==> src/rtl/mem_stage_controller.sv <==
// Memory-stage access sequencer: issues one req/ack transaction per load or store in M,
// stalls the front of the pipeline while it is outstanding and times out a silent memory.
module mem_stage_controller #(
    parameter int DATA_WIDTH = 32,
    parameter int TIMEOUT    = 64
) (
    input  logic                  clk,
    input  logic                  rst,
    input  logic                  MemReqM,
    input  logic                  MemWriteM,
    input  logic                  AddrModeM,
    input  logic [DATA_WIDTH-1:0] ALUResultM,
    input  logic [DATA_WIDTH-1:0] WriteDataM,
    input  logic                  mem_ack,
    input  logic [DATA_WIDTH-1:0] mem_rdata,
    output logic                  mem_req,
    output logic                  mem_we,
    output logic                  mem_byte,
    output logic [DATA_WIDTH-1:0] mem_addr,
    output logic [DATA_WIDTH-1:0] mem_wdata,
    output logic                  StallM,
    output logic                  BubbleW,
    output logic [DATA_WIDTH-1:0] ReadDataM,
    output logic                  ReadValidM,
    output logic                  ErrorM
);

    localparam int CW = $clog2(TIMEOUT + 1);
    localparam logic [CW-1:0] CNT_LAST = CW'(TIMEOUT - 1);

    typedef enum logic [1:0] {StIdle, StBusy, StDone} state_t;

    state_t                r_state;
    logic [CW-1:0]         r_cnt;
    logic                  r_req;
    logic                  r_we;
    logic                  r_byte;
    logic [DATA_WIDTH-1:0] r_addr;
    logic [DATA_WIDTH-1:0] r_wdata;
    logic [DATA_WIDTH-1:0] r_rdata;
    logic                  r_rvalid;
    logic                  r_error;
    logic                  w_cnt_sat;
    logic                  w_stall;

    assign w_cnt_sat = &r_cnt;

    always_ff @(posedge clk or posedge rst) begin
        if (rst) begin
            r_state  <= StIdle;
            r_cnt    <= '0;
            r_req    <= 1'b0;
            r_we     <= 1'b0;
            r_byte   <= 1'b0;
            r_addr   <= '0;
            r_wdata  <= '0;
            r_rdata  <= '0;
            r_rvalid <= 1'b0;
            r_error  <= 1'b0;
        end else begin
            r_rvalid <= 1'b0;
            unique case (r_state)
                StIdle: begin
                    if (MemReqM) begin
                        r_addr  <= ALUResultM;
                        r_wdata <= WriteDataM;
                        r_we    <= MemWriteM;
                        r_byte  <= AddrModeM;
                        r_req   <= 1'b1;
                        r_cnt   <= '0;
                        r_state <= StBusy;
                    end
                end
                StBusy: begin
                    if (!w_cnt_sat) begin
                        r_cnt <= r_cnt + CW'(1);
                    end
                    // A late ack that coincides with the timeout still completes normally.
                    if (mem_ack) begin
                        if (!r_we) begin
                            r_rdata  <= mem_rdata;
                            r_rvalid <= 1'b1;
                        end
                        r_req   <= 1'b0;
                        r_state <= StDone;
                    end else if (r_cnt == CNT_LAST) begin
                        r_error <= 1'b1;
                        if (!r_we) begin
                            r_rdata <= '0;
                        end
                        r_req   <= 1'b0;
                        r_state <= StDone;
                    end
                end
                StDone: begin
                    // MemReqM still refers to the finished instruction here; do not restart.
                    r_state <= StIdle;
                end
                default: begin
                    r_state <= StIdle;
                end
            endcase
        end
    end

    assign w_stall = ((r_state == StIdle) & MemReqM) | (r_state == StBusy);

    assign mem_req    = r_req;
    assign mem_we     = r_we;
    assign mem_byte   = r_byte;
    assign mem_addr   = r_addr;
    assign mem_wdata  = r_wdata;
    assign StallM     = w_stall;
    assign BubbleW    = w_stall;
    assign ReadDataM  = r_rdata;
    assign ReadValidM = r_rvalid;
    assign ErrorM     = r_error;

endmodule

==> config.mk <==
export PLATFORM = sky130hd
export DESIGN_NAME = mem_stage_controller
export DESIGN_NICKNAME = d
export VERILOG_FILES = /design/src/rtl/mem_stage_controller.sv
export SDC_FILE = /design/constraint.sdc
export NUM_CORES = 1
export LEC_CHECK = 0
export ABC_AREA = 0
export ABC_CLOCK_PERIOD_IN_PS = 6850
export BUFFER_PORTS_ARGS = -buffer_cell sky130_fd_sc_hd__buf_2
export CAP_MARGIN = 20
export CORE_MARGIN = 10
export CORE_UTILIZATION = 50
export DETAILED_ROUTE_END_ITERATION = 10
export PLACE_DENSITY = 0.85
export SKIP_CTS_REPAIR_TIMING = 1
export SYNTH_ARGS = -nofsm -noshare
export SYNTH_HDL_FRONTEND = slang
export SYNTH_SLANG_ARGS = --single-unit
==> constraint.sdc <==
create_clock -name clk -period 6.85 [get_ports clk]
set_input_delay 0.685 -clock clk [delete_from_list [all_inputs] [get_ports clk]]
set_output_delay 0.685 -clock clk [all_outputs]
set_load 0.1 [all_outputs]
### Word level (Yosys, flattened, before mapping)

Index checks and enable logic that the tools add are counted.

* input bits: 102
* flip-flop bits (word level): 110

* $add $sub $neg: 1
* bitwise logic cells: 4
* reductions and logical operators: 10
* equal/unequal tests: 5
* mux-type cells: 18

Operators by type and width (number)
* two-way mux 32 bit: 4
* two-way mux 7 bit: 2
* one-hot mux 7 bit (2 select lines): 1
* AND reduction 3 bit: 4
* adder 7 x 1 -> 7 bit (second input constant): 1
* equality test 7 x 6 -> 1 bit (second input constant): 1
* AND reduction 7 bit: 1
* two-way mux 1 bit: 6
* two-way mux 2 bit: 3
* != test 2 bit (second input constant): 2
* one-hot mux 2 bit (2 select lines): 1
* AND reduction 2 bit: 2
* nonzero test 2 bit: 2
* != test 3 bit (second input constant): 1
* equality test 2 x 1 -> 1 bit (second input constant): 1
* logical NOT 2 bit: 1
* NOT 1 bit: 2
* one-hot mux 1 bit (2 select lines): 1
* bitwise AND 1 bit: 1
* bitwise OR 1 bit: 1

### Longest topological paths before layout

Gate-level depths: netlist (run 1).

* depth after elaboration: 4
* mapped depth: 5

### Worst setup path before layout (run 1)

No wires, ideal clock.

* path type: in2out
* start: input port MemReqM
* end: output port StallM
* buffers on the path: 1
* data required time: 6.165 ns
* arrival: 1.592 ns
* setup slack: 4.573 ns
* stages on the path: 2
* cells stage by stage: o21ba_2 buf_4

* cells in the longest elaborated chain, start to end: 2

RTL lines
* from (decl): RTL line 9 `input logic MemReqM,`
* bitwise AND 1 bit: RTL line 106 `assign w_stall = ((r_state == StIdle) & MemReqM) | (r_state == StBusy);`
* bitwise OR 1 bit: RTL line 106
* to (decl): RTL line 21 `output logic StallM,`

No other way between the ends.

### Worst setup path in the final report (run 1)

* start: register r_state[1]
* end: output port BubbleW

* cells in the longest elaborated chain, start to end: 3

RTL lines
* from (decl): RTL line 33 `state_t r_state;`
* from (signal assigned): RTL line 50 `r_state <= StIdle;`
* from (signal assigned): RTL line 71 `r_state <= StBusy;`
* from (signal assigned): RTL line 85 `r_state <= StDone;`
* logical NOT 2 bit: RTL line 106
* bitwise AND 1 bit: RTL line 106
* bitwise OR 1 bit (*): RTL line 106
* to (decl): RTL line 22 `output logic BubbleW,`

Mark *: on every way between the ends. The rest lies on a longest branch, timed or not.

==> key figures, run 1 <==
Synth
  – #FFs+latches synth: between 100 and 150
  – Synth Area per Inst: 14.66 um2
  – Cell area after synthesis: about 4400 um2
  – Dominant cell type by area after synthesis: dfrtp_1
  – Top cell type's share of synthesized area: 0.6199
  – Top area cells in the synthesized netlist: dfrtp_1 62%, mux2_2 15%, a22o_1 6.3%
  – Post-synthesis instance total: roughly 300
  – Yosys cell types: 38
  – Post-synthesis sequential area ratio: 0.6199
  – Syn_nets: between 400 and 500
  – Synthesis warning total: 0

Clock tree
  – Total CTS buffers: 9
  – Worst-path clk slew: 0.10 ns
  – Clk buf depth: 2
  – Root buffer cell: clkbuf_8
  – Skew-Pair Late Insertion Delay: 0.36 ns
  – CTS tree: yes
  – H-tree levels: 3
  – Clock sinks: 110

Floorplanning
  – Core area: between 8000 and 9000 um2
  – Top Ports: around 210
  – # rows: 34
  – Initial Util: 0.5117
  – Die area: between 10000 and 15000 um2
  – Die width: between 100 and 150 um
  – DIE HEIGHT: roughly 110 um

Setup path
  – Setup Crit Path Kind: register to output pin
  – Slowest CP cell: dfrtp_1
  – Slowest cell delay on critical path: 0.49 ns
  – WP data required: 6.16 ns
  – Critical Path, Cell by Cell: o21ba_2 -> buf_2
  – CP Capture Type: output pin
  – Critical path peak fanout: 6
  – Worst Path Arrival: 1.62 ns
  – Worst setup SP type: register
  – R2r setup slk: ~4.8 ns

Hold path
  – Hold Crit Class: input pin to async pin

Detailed routing
  – Mean routed wirelength per cell: a little under 20 um
  – 1st-iter DRT viols: between 200 and 250
  – Routed vias/inst: roughly 5.4
  – DRT Pass-1 Iters: 4
  – Vias: approximately 3.3k
  – Residual DRC: 0
  – Total Routed Length: between 10000 and 15000 um
  – Antenna Nets Post-Route: 0

STA
  – RSZ-0062 raised after global routing: false
  – Fmax: 434.7 MHz
  – Accumulated negative setup slack: 0 ns
  – Worst slew margin: 0.2610
  – Final hold viol count: 0
  – Least-Margin Pin Slew: roughly 1.1 ns
  – Min Tclk post-route: between 2 and 2.5 ns
  – Finish-stage setup viols: 0
  – Max-slew violation count: 0
  – Final Cycle Share: 0.3358
  – Clock Skews: about 0.013 ns

Status
  – Outcome: completed

GRT
  – First-pass GRT wire length: roughly 19000 um
  – Initial antenna violation count: 0
  – Largest net degree at the start of global routing: between 80 and 90
  – Vias in the first global route: around 3.6k
  – Total grt overflow: 0
  – GRT Total Usage: 0.1791

Placement
  – Dpl hpwl: 9031 um
  – GP Congestion: ~0.8
  – # port buffers: around 200

Flow run
  – Max Cap Violations: 0

Cells and area
  – Nets: between 600 and 700
  – Layout cell share with drive strength beyond 1: 0.5720
  – Area Overhead vs Synth: 28.68%
  – Antenna diodes: 0
[area by class of cell]
type / count / area, um2
Clock buffer: 10 / 127.6
Clock inverter: 5 / 36.28
Fill cell: 650 / 2964
Inverter: 4 / 17.52
Multi-Input combinational cell: 169 / 1567
Sequential cell: 110 / 2753
Tap cell: 108 / 135.1
Timing Repair Buffer: 209 / 1079
[critical path, delay by kind of cell (launching register included)]
kind | cells | cell delay, ns
compound gates | 1 | 0.33
buf+inv | 1 | 0.44
flops | 1 | 0.49
[placed cells by master, fill, tap and decap left out, types with 3 or more instances in the layout]
cell type	netlist	routed
clkbuf_8	0	9
mux2_2	61	61
dfrtp_1	110	110
clkinvlp_4	0	3
nand3_1	4	4
buf_4	2	4
inv_1	4	3
a21o_1	33	33
a22o_1	32	32
buf_2	12	204
mux2_1	5	5
a21oi_1	4	4
[state kept, by name (all words and copies together) (netlist names), 2 cells and up]
signal     flops
r_cnt          7
ReadDataM     32
r_state        2
mem_addr      32
mem_wdata     32
[final timing paths]
check,from,end,depth (start not counted)
worst max-delay path,r_state[1],BubbleW,2
min in group clk,ErrorM,ErrorM,1
worst min-delay path,rst,mem_wdata[24],2
worst min register to register,ErrorM,ErrorM,1
worst max register to register,r_cnt[0],ReadDataM[9],5
max in group asynchronous,rst,r_cnt[4],4
[Yosys cell counts]
| library cell | count |
|---|---|
| inv_1 | 4 |
| nor3_1 | 1 |
| buf_2 | 12 |
| buf_6 | 4 |
| o21a_1 | 2 |
| ha_1 | 1 |
| mux2i_1 | 1 |
| and3_1 | 1 |
| nor3b_2 | 1 |
| nor4bb_1 | 1 |
| nand2_1 | 2 |
| nand4_1 | 1 |
| a21o_1 | 33 |
| or3b_1 | 1 |
| dfrtp_1 | 110 |
| o21ba_2 | 1 |
| a31oi_2 | 1 |
| a31oi_1 | 1 |
| or4_1 | 1 |
| a41oi_1 | 1 |
| nand3_1 | 4 |
| o211ai_1 | 2 |
| o21ai_0 | 1 |
| mux2_1 | 5 |
| a211o_1 | 1 |
| clkbuf_1 | 2 |
| buf_4 | 2 |
| a21bo_2 | 1 |
| o2bb2ai_1 | 1 |
| and4_1 | 1 |
| a22o_1 | 32 |
| o31ai_1 | 1 |
| or2b_1 | 1 |
| a41o_1 | 1 |
| mux2_2 | 61 |
| nor2_1 | 2 |
| nor2b_1 | 1 |
| a21oi_1 | 4 |
[stage by stage]
step	cells	setup slack [ns]	utilization	cell area [um2]	hold WS, ns
after floorplan	303	3.263	-	4441	0.4963
after global placement	599	4.675	0.6364	5523	0.4642
after detailed placement	599	4.641	0.6364	5523	0.4582
after CTS	614	4.530	0.6553	5687	0.2643
after global routing	615	4.476	0.6584	5714	0.2670
final	615	4.550	0.6584	5714	0.2716
[routing by layer]
layer / GRT usage / wire length [um] / vias to the layer above
li1: - / - / 1513
met1: 0.1950 / 4672 / 1650
met2: 0.3018 / 5721 / 153
met3: 0.08595 / 1244 / 15
met4: 0.05514 / 180 / 0
met5: 0 / 0 / -
[logic make-up after synthesis]
family,Yosys count,synth area share
flops,110,0.6199
compound gates,83,0.1499
mux,67,0.1696
buf+inv,24,0.03212
simple gates,18,0.02565
fa+ha+maj,1,0.002817
Power of run 1 is left out: the tool's default activity adds up to more than one toggle a clock period on the data nets, which glitch-free logic cannot reach.
==> run 2, diff against run 1 <==
--- a/config.mk
+++ b/config.mk
@@ -6,13 +6,13 @@
 export NUM_CORES = 1
 export LEC_CHECK = 0
 export ABC_AREA = 0
-export ABC_CLOCK_PERIOD_IN_PS = 6850
+export ABC_CLOCK_PERIOD_IN_PS = 1950
 export BUFFER_PORTS_ARGS = -buffer_cell sky130_fd_sc_hd__buf_2
 export CAP_MARGIN = 20
 export CORE_MARGIN = 10
-export CORE_UTILIZATION = 50
+export CORE_UTILIZATION = 42
 export DETAILED_ROUTE_END_ITERATION = 10
-export PLACE_DENSITY = 0.85
+export PLACE_DENSITY = 0.76
 export SKIP_CTS_REPAIR_TIMING = 1
 export SYNTH_ARGS = -nofsm -noshare
 export SYNTH_HDL_FRONTEND = slang
==> constraint.sdc (replaced) <==
create_clock -name clk -period 1.95 [get_ports clk]
set_input_delay 0.195 -clock clk [delete_from_list [all_inputs] [get_ports clk]]
set_output_delay 0.195 -clock clk [all_outputs]
set_load 0.1 [all_outputs]
==> key figures, run 2 (synthesized netlist as in run 1, its figures left out) <==
Detailed routing
  – Vias: 3329
  – DRT Pass-1 Iters: 6
  – 1st-iter DRT viols: 266
  – Mean routed wirelength per cell: around 18 um
  – Routed vias/inst: 5.161
  – Total Routed Length: 11630 um
  – Antenna Nets Post-Route: 0
  – Residual DRC: 0

STA
  – Finish-stage setup viols: 0
  – Final Cycle Share: 0.9098
  – Accumulated negative setup slack: 0 ns
  – Clock Skews: approximately 0.011 ns
  – Max-slew violation count: 0
  – Min Tclk post-route: about 1.8 ns
  – Least-Margin Pin Slew: ~0.56 ns
  – Final setup margin: about 0.18 ns
  – Final hold viol count: 0
  – Fmax: between 500 and 600 MHz
  – Worst slew margin: 0.6258
  – RSZ-0062 raised after global routing: false

Setup path
  – Slowest CP cell: dfrtp_1
  – Setup Crit Path Kind: register to output pin
  – WP data required: about 1.8 ns
  – Top Family by Delay on Critical Path: flip-flops
  – Stages on worst setup path: 2
  – Worst setup SP type: register
  – R2R Path Start: r_state[1]
  – CP endpoint: StallM
  – FF-to-FF path depth: 4
  – WP buf/inv: 1
  – Crit path launch: r_state[1]
  – Slowest cell delay on critical path: 0.48 ns
  – Worst Path Arrival: 1.58 ns
  – R2r setup slk: between 0.2 and 0.3 ns
  – CP Capture Type: output pin
  – Critical Path, Cell by Cell: o21ba_2 -> buf_2
  – Critical path peak fanout: 6
  – RR Endpoint: ReadDataM[13]

Cells and area
  – Finished Layout Cells: about 650
  – Layout cell share with drive strength beyond 1: 0.5756
  – Most common cell after layout, fill and taps aside: buf_2
  – Commonest non-fill, non-tap cells in the layout: 204 x buf_2, 109 x dfrtp_1, 61 x mux2_2
  – Nets: a little over 600
  – Post-Route Utilization: 0.5641
  – Area Overhead vs Synth: 31.14%
  – Antenna diodes: 0

Clock tree
  – Clock sinks: 110
  – Clk buf depth: 2
  – Worst-path clk slew: approximately 0.1 ns
  – H-tree levels: 3
  – Skew-Pair Late Insertion Delay: around 0.36 ns
  – Total CTS buffers: 9
  – CTS tree: yes
  – Root buffer cell: clkbuf_8

Floorplanning
  – Die area: ~15000 um2
  – Initial Util: 0.4301
  – # rows: 37
  – Die width: 122.8 um
  – DIE HEIGHT: between 100 and 150 um
  – Top Ports: just over 200
  – Core area: 10320 um2

GRT
  – First-pass GRT wire length: roughly 18000 um
  – GRT Total Usage: 0.1482
  – Met3 Use GR: 0.06795
  – Gr busiest metal: met2
  – Total grt overflow: 0
  – Largest net degree at the start of global routing: 70
  – Grt met2 use: 0.2316
  – Initial antenna violation count: 0
  – Vias in the first global route: around 3.6k
  – Met1 Resource Use GR: 0.1780

Placement
  – Placed cells: between 600 and 700
  – # port buffers: between 200 and 250
  – Dpl hpwl: a little under 9000 um
  – Pre-CTS WS: 0.3008 ns
  – GP Congestion: about 0.82

Status
  – Outcome: completed

Hold path
  – Hold Crit Class: input pin to register

Flow run
  – Max Cap Violations: 0
## run 2: cell types whose count changed in the layout (fill, tap and decap cells not counted), sizes merged
cell,before,now
dlygate4sd3,0,1
buf,209,210
bufinv,0,1
clkbuf,10,9
inv,5,3
clkinv,1,3
## run 2: layout make-up
cell class              instances  area (um2)
clock inverters                 6       63.81
fillers                       860        4501
clock buffers                   9       123.9
multi-input cells             169        1567
well taps                     136       170.2
flip-flops and latches        110        2754
inverters                       4       18.77
repair buffers                211        1126
## run 2: per-stage QoR
stage | hold slack (ns) | area [um2]
2_1_floorplan | 0.3297 | 4446
3_3_place_gp | 0.1281 | 5625
3_5_place_dp | 0.1309 | 5625
4_1_cts | -0.2827 | 5813
5_1_grt | 0.02172 | 5823
6_report | 0.05001 | 5823
## run 2: worst min-delay path by stage
stage,startpoint,endpoint,cells past startpoint
after floorplan,WriteDataM[0],mem_wdata[0],1
after global placement,rst,mem_wdata[21],2
after detailed placement,rst,mem_wdata[20],2
after CTS,rst,mem_wdata[20],2
after global routing,ALUResultM[20],mem_addr[20],2
final,WriteDataM[1],mem_wdata[1],2
## run 2: worst register-to-register path: stages, from the launching register on
cell	delay, ns
dfrtp_1	0.48
or3b_1	0.40
buf_4	0.24
a22o_1	0.28
a21o_1	0.15
## run 2: per-layer routing
metal	part of all wire	vias to the layer above	wire length, um
met5	0	-	0
met4	0.012	0	141
met3	0.12	12	1356
met2	0.47	151	5522
met1	0.40	1648	4611
li1	-	1518	-
Power of run 2 is left out for the same reason.
==> run 3, diff against run 2 <==
--- a/config.mk
+++ b/config.mk
@@ -5,14 +5,14 @@
 export SDC_FILE = /design/constraint.sdc
 export NUM_CORES = 1
 export LEC_CHECK = 0
-export ABC_AREA = 0
+export ABC_AREA = 1
 export ABC_CLOCK_PERIOD_IN_PS = 1950
 export BUFFER_PORTS_ARGS = -buffer_cell sky130_fd_sc_hd__buf_2
 export CAP_MARGIN = 20
 export CORE_MARGIN = 10
 export CORE_UTILIZATION = 42
 export DETAILED_ROUTE_END_ITERATION = 10
-export PLACE_DENSITY = 0.76
+export PLACE_DENSITY = 0.77
 export SKIP_CTS_REPAIR_TIMING = 1
 export SYNTH_ARGS = -nofsm -noshare
 export SYNTH_HDL_FRONTEND = slang
==> key figures, run 3 <==
Synth
  – Post-synthesis compound-gate area fraction: 0.01112
  – Yosys cell types: 24
  – Asr flop ratio synth: 1.000
  – Count leader, synth: nand2_1
  – Mux contribution to synthesized area: 0
  – Dominant cell type by area after synthesis: dfrtp_1
  – Cell area after synthesis: approximately 4300 um2
  – Post-synthesis sequential area ratio: 0.6437
  – #FFs+latches synth: 110
  – Post-Synth XOR/XNOR Area: 0.004096
  – Largest family of logic cells by synthesized area: simple AND/OR/NAND/NOR gates
  – Simple-gate portion of the synthesized area: 0.3046
  – Top cell type's share of synthesized area: 0.6437
  – Synth Area per Inst: just under 9 um2
  – Synth cell count leaders: 318 x nand2_1, 110 x dfrtp_1, 10 x buf_2, 7 x inv_1
  – Top_reg_cell synth: dfrtp_1
  – Synthesis warning total: 0
  – Post-synth EDFFs: 0
  – Top area cells in the synthesized netlist: dfrtp_1 64%, nand2_1 28%, buf_2 1.2%
  – Syn_nets: 590
  – Post-synthesis instance total: 487
  – Post-Synth Adder-Cell Area: 0.002926

Hold path
  – Hold Crit Class: input pin to async pin

Clock tree
  – CTS tree: yes
  – Clk buf depth: 2
  – Worst-path clk slew: 0.10 ns
  – Clock sinks: 110
  – Total CTS buffers: 9
  – Root buffer cell: clkbuf_8
  – Skew-Pair Late Insertion Delay: about 0.37 ns
  – H-tree levels: 3

STA
  – Min Tclk post-route: 1.635 ns
  – Fmax: between 600 and 700 MHz
  – Least-Margin Pin Slew: between 0.6 and 0.7 ns
  – Final hold viol count: 29
  – Hold Slack: -0.07738 ns
  – Max-slew violation count: 0
  – Accumulated negative setup slack: 0 ns
  – Finish-stage setup viols: 0
  – Clock Skews: 0.01597 ns
  – Worst slew margin: 0.5740
  – Final Cycle Share: 0.8385
  – RSZ-0062 raised after global routing: false

GRT
  – Largest net degree at the start of global routing: roughly 110
  – Vias in the first global route: between 4k and 5k
  – First-pass GRT wire length: about 19000 um
  – Initial antenna violation count: 1
  – GRT Total Usage: 0.1604
  – Total grt overflow: 0

Setup path
  – R2R Path Start: r_cnt[0]
  – Crit path launch: r_cnt[0]
  – CP Capture Type: register
  – Setup Crit Path Kind: register to register
  – Worst setup SP type: register
  – Worst Path Arrival: around 1.9 ns
  – Critical path peak fanout: 32
  – WP data required: approximately 2.2 ns

Status
  – Failing checks: negative hold slack
  – Outcome: finished with violations

Floorplanning
  – Core area: roughly 9900 um2
  – DIE HEIGHT: between 100 and 150 um
  – Die width: approximately 120 um
  – Die area: roughly 15000 um2
  – Top Ports: a little over 200
  – # rows: 36
  – Initial Util: 0.4335

Cells and area
  – Nets: between 700 and 800
  – Commonest non-fill, non-tap cells in the layout: 317 x nand2_1, 202 x buf_2, 110 x dfrtp_1
  – Most common cell after layout, fill and taps aside: nand2_1
  – Fillers: approximately 860
  – Antenna diodes: 0
  – Multi-input gate area: between 1000 and 1500 um2
  – Area Overhead vs Synth: 33.29%
  – Layout cell share with drive strength beyond 1: 0.3444
  – Register area: 2753 um2

Detailed routing
  – Vias: ~3.8k
  – Total Routed Length: about 12000 um
  – Residual DRC: 0
  – DRT Pass-1 Iters: 4
  – Routed vias/inst: about 4.6
  – 1st-iter DRT viols: between 200 and 300
  – Mean routed wirelength per cell: ~15 um
  – Antenna Nets Post-Route: 0

Flow run
  – Max Cap Violations: 0

Placement
  – GP Congestion: a little over 0.8
  – Dpl hpwl: between 8000 and 9000 um
  – # port buffers: approximately 200
[run 3: logic make-up (layout without fill, tap and decap cells)]
logic type / Yosys count / in the layout
and+or+nand+nor: 334 / 334
DFF: 110 / 110
buffers and inverters: 32 / 239
AOI/OAI and AO/OA: 8 / 8
xor gates and xnor gates: 2 / 2
adders and majority gates: 1 / 1
[run 3: worst paths after layout]
kind	endpoint	slack [ns]	cells past startpoint
worst max-delay path	ReadDataM[14]	0.31	9
worst min-delay path	ReadDataM[16]	-0.08	3
worst max register to register	ReadDataM[14]	0.31	9
worst min register to register	mem_req	0.47	2
max in group asynchronous	ReadDataM[23]	1.49	3
min in group clk	mem_wdata[25]	0.01	3
[run 3: metal layers]
layer	GRT usage	up-vias	wire length, um
li1	-	1862	-
met1	0.1806	1761	4847
met2	0.2636	142	5745
met3	0.06142	21	1141
met4	0.07391	0	280
met5	0	-	0
[run 3: through the flow]
step	util	cell area, um2	instances	hold WS [ns]	setup WS (ns)
detailed placement	0.5543	5468	810	0.3928	0.3453
global placement	0.5543	5468	810	0.3880	0.4391
global route	0.5779	5700	827	0.009216	0.09473
finish	0.5779	5700	827	-0.07738	0.3148
floorplan	-	4288	487	0.3046	0.1546
CTS	0.5769	5690	826	-0.01055	0.3182
[run 3: critical path, stage by stage (launching register included)]
cell and delay (ns):
dfrtp_1 0.44, ha_1 0.19, nand2_1 0.08, nor2_2 0.15
nand2_1 0.08, nand2_1 0.11, nand3_2 0.07, buf_4 0.24
nand2_1 0.10, nand2_1 0.06
[run 3: cell type report]
cell class                 count  share of cell area
multi-input combinational    345              0.2434
clock buffer                  12             0.02546
timing repair buffer         212              0.1975
clock inverter                 4             0.01361
tap                          133             0.02919
inverter                      11            0.007902
sequential                   110              0.4829
Power of run 3 is left out for the same reason.
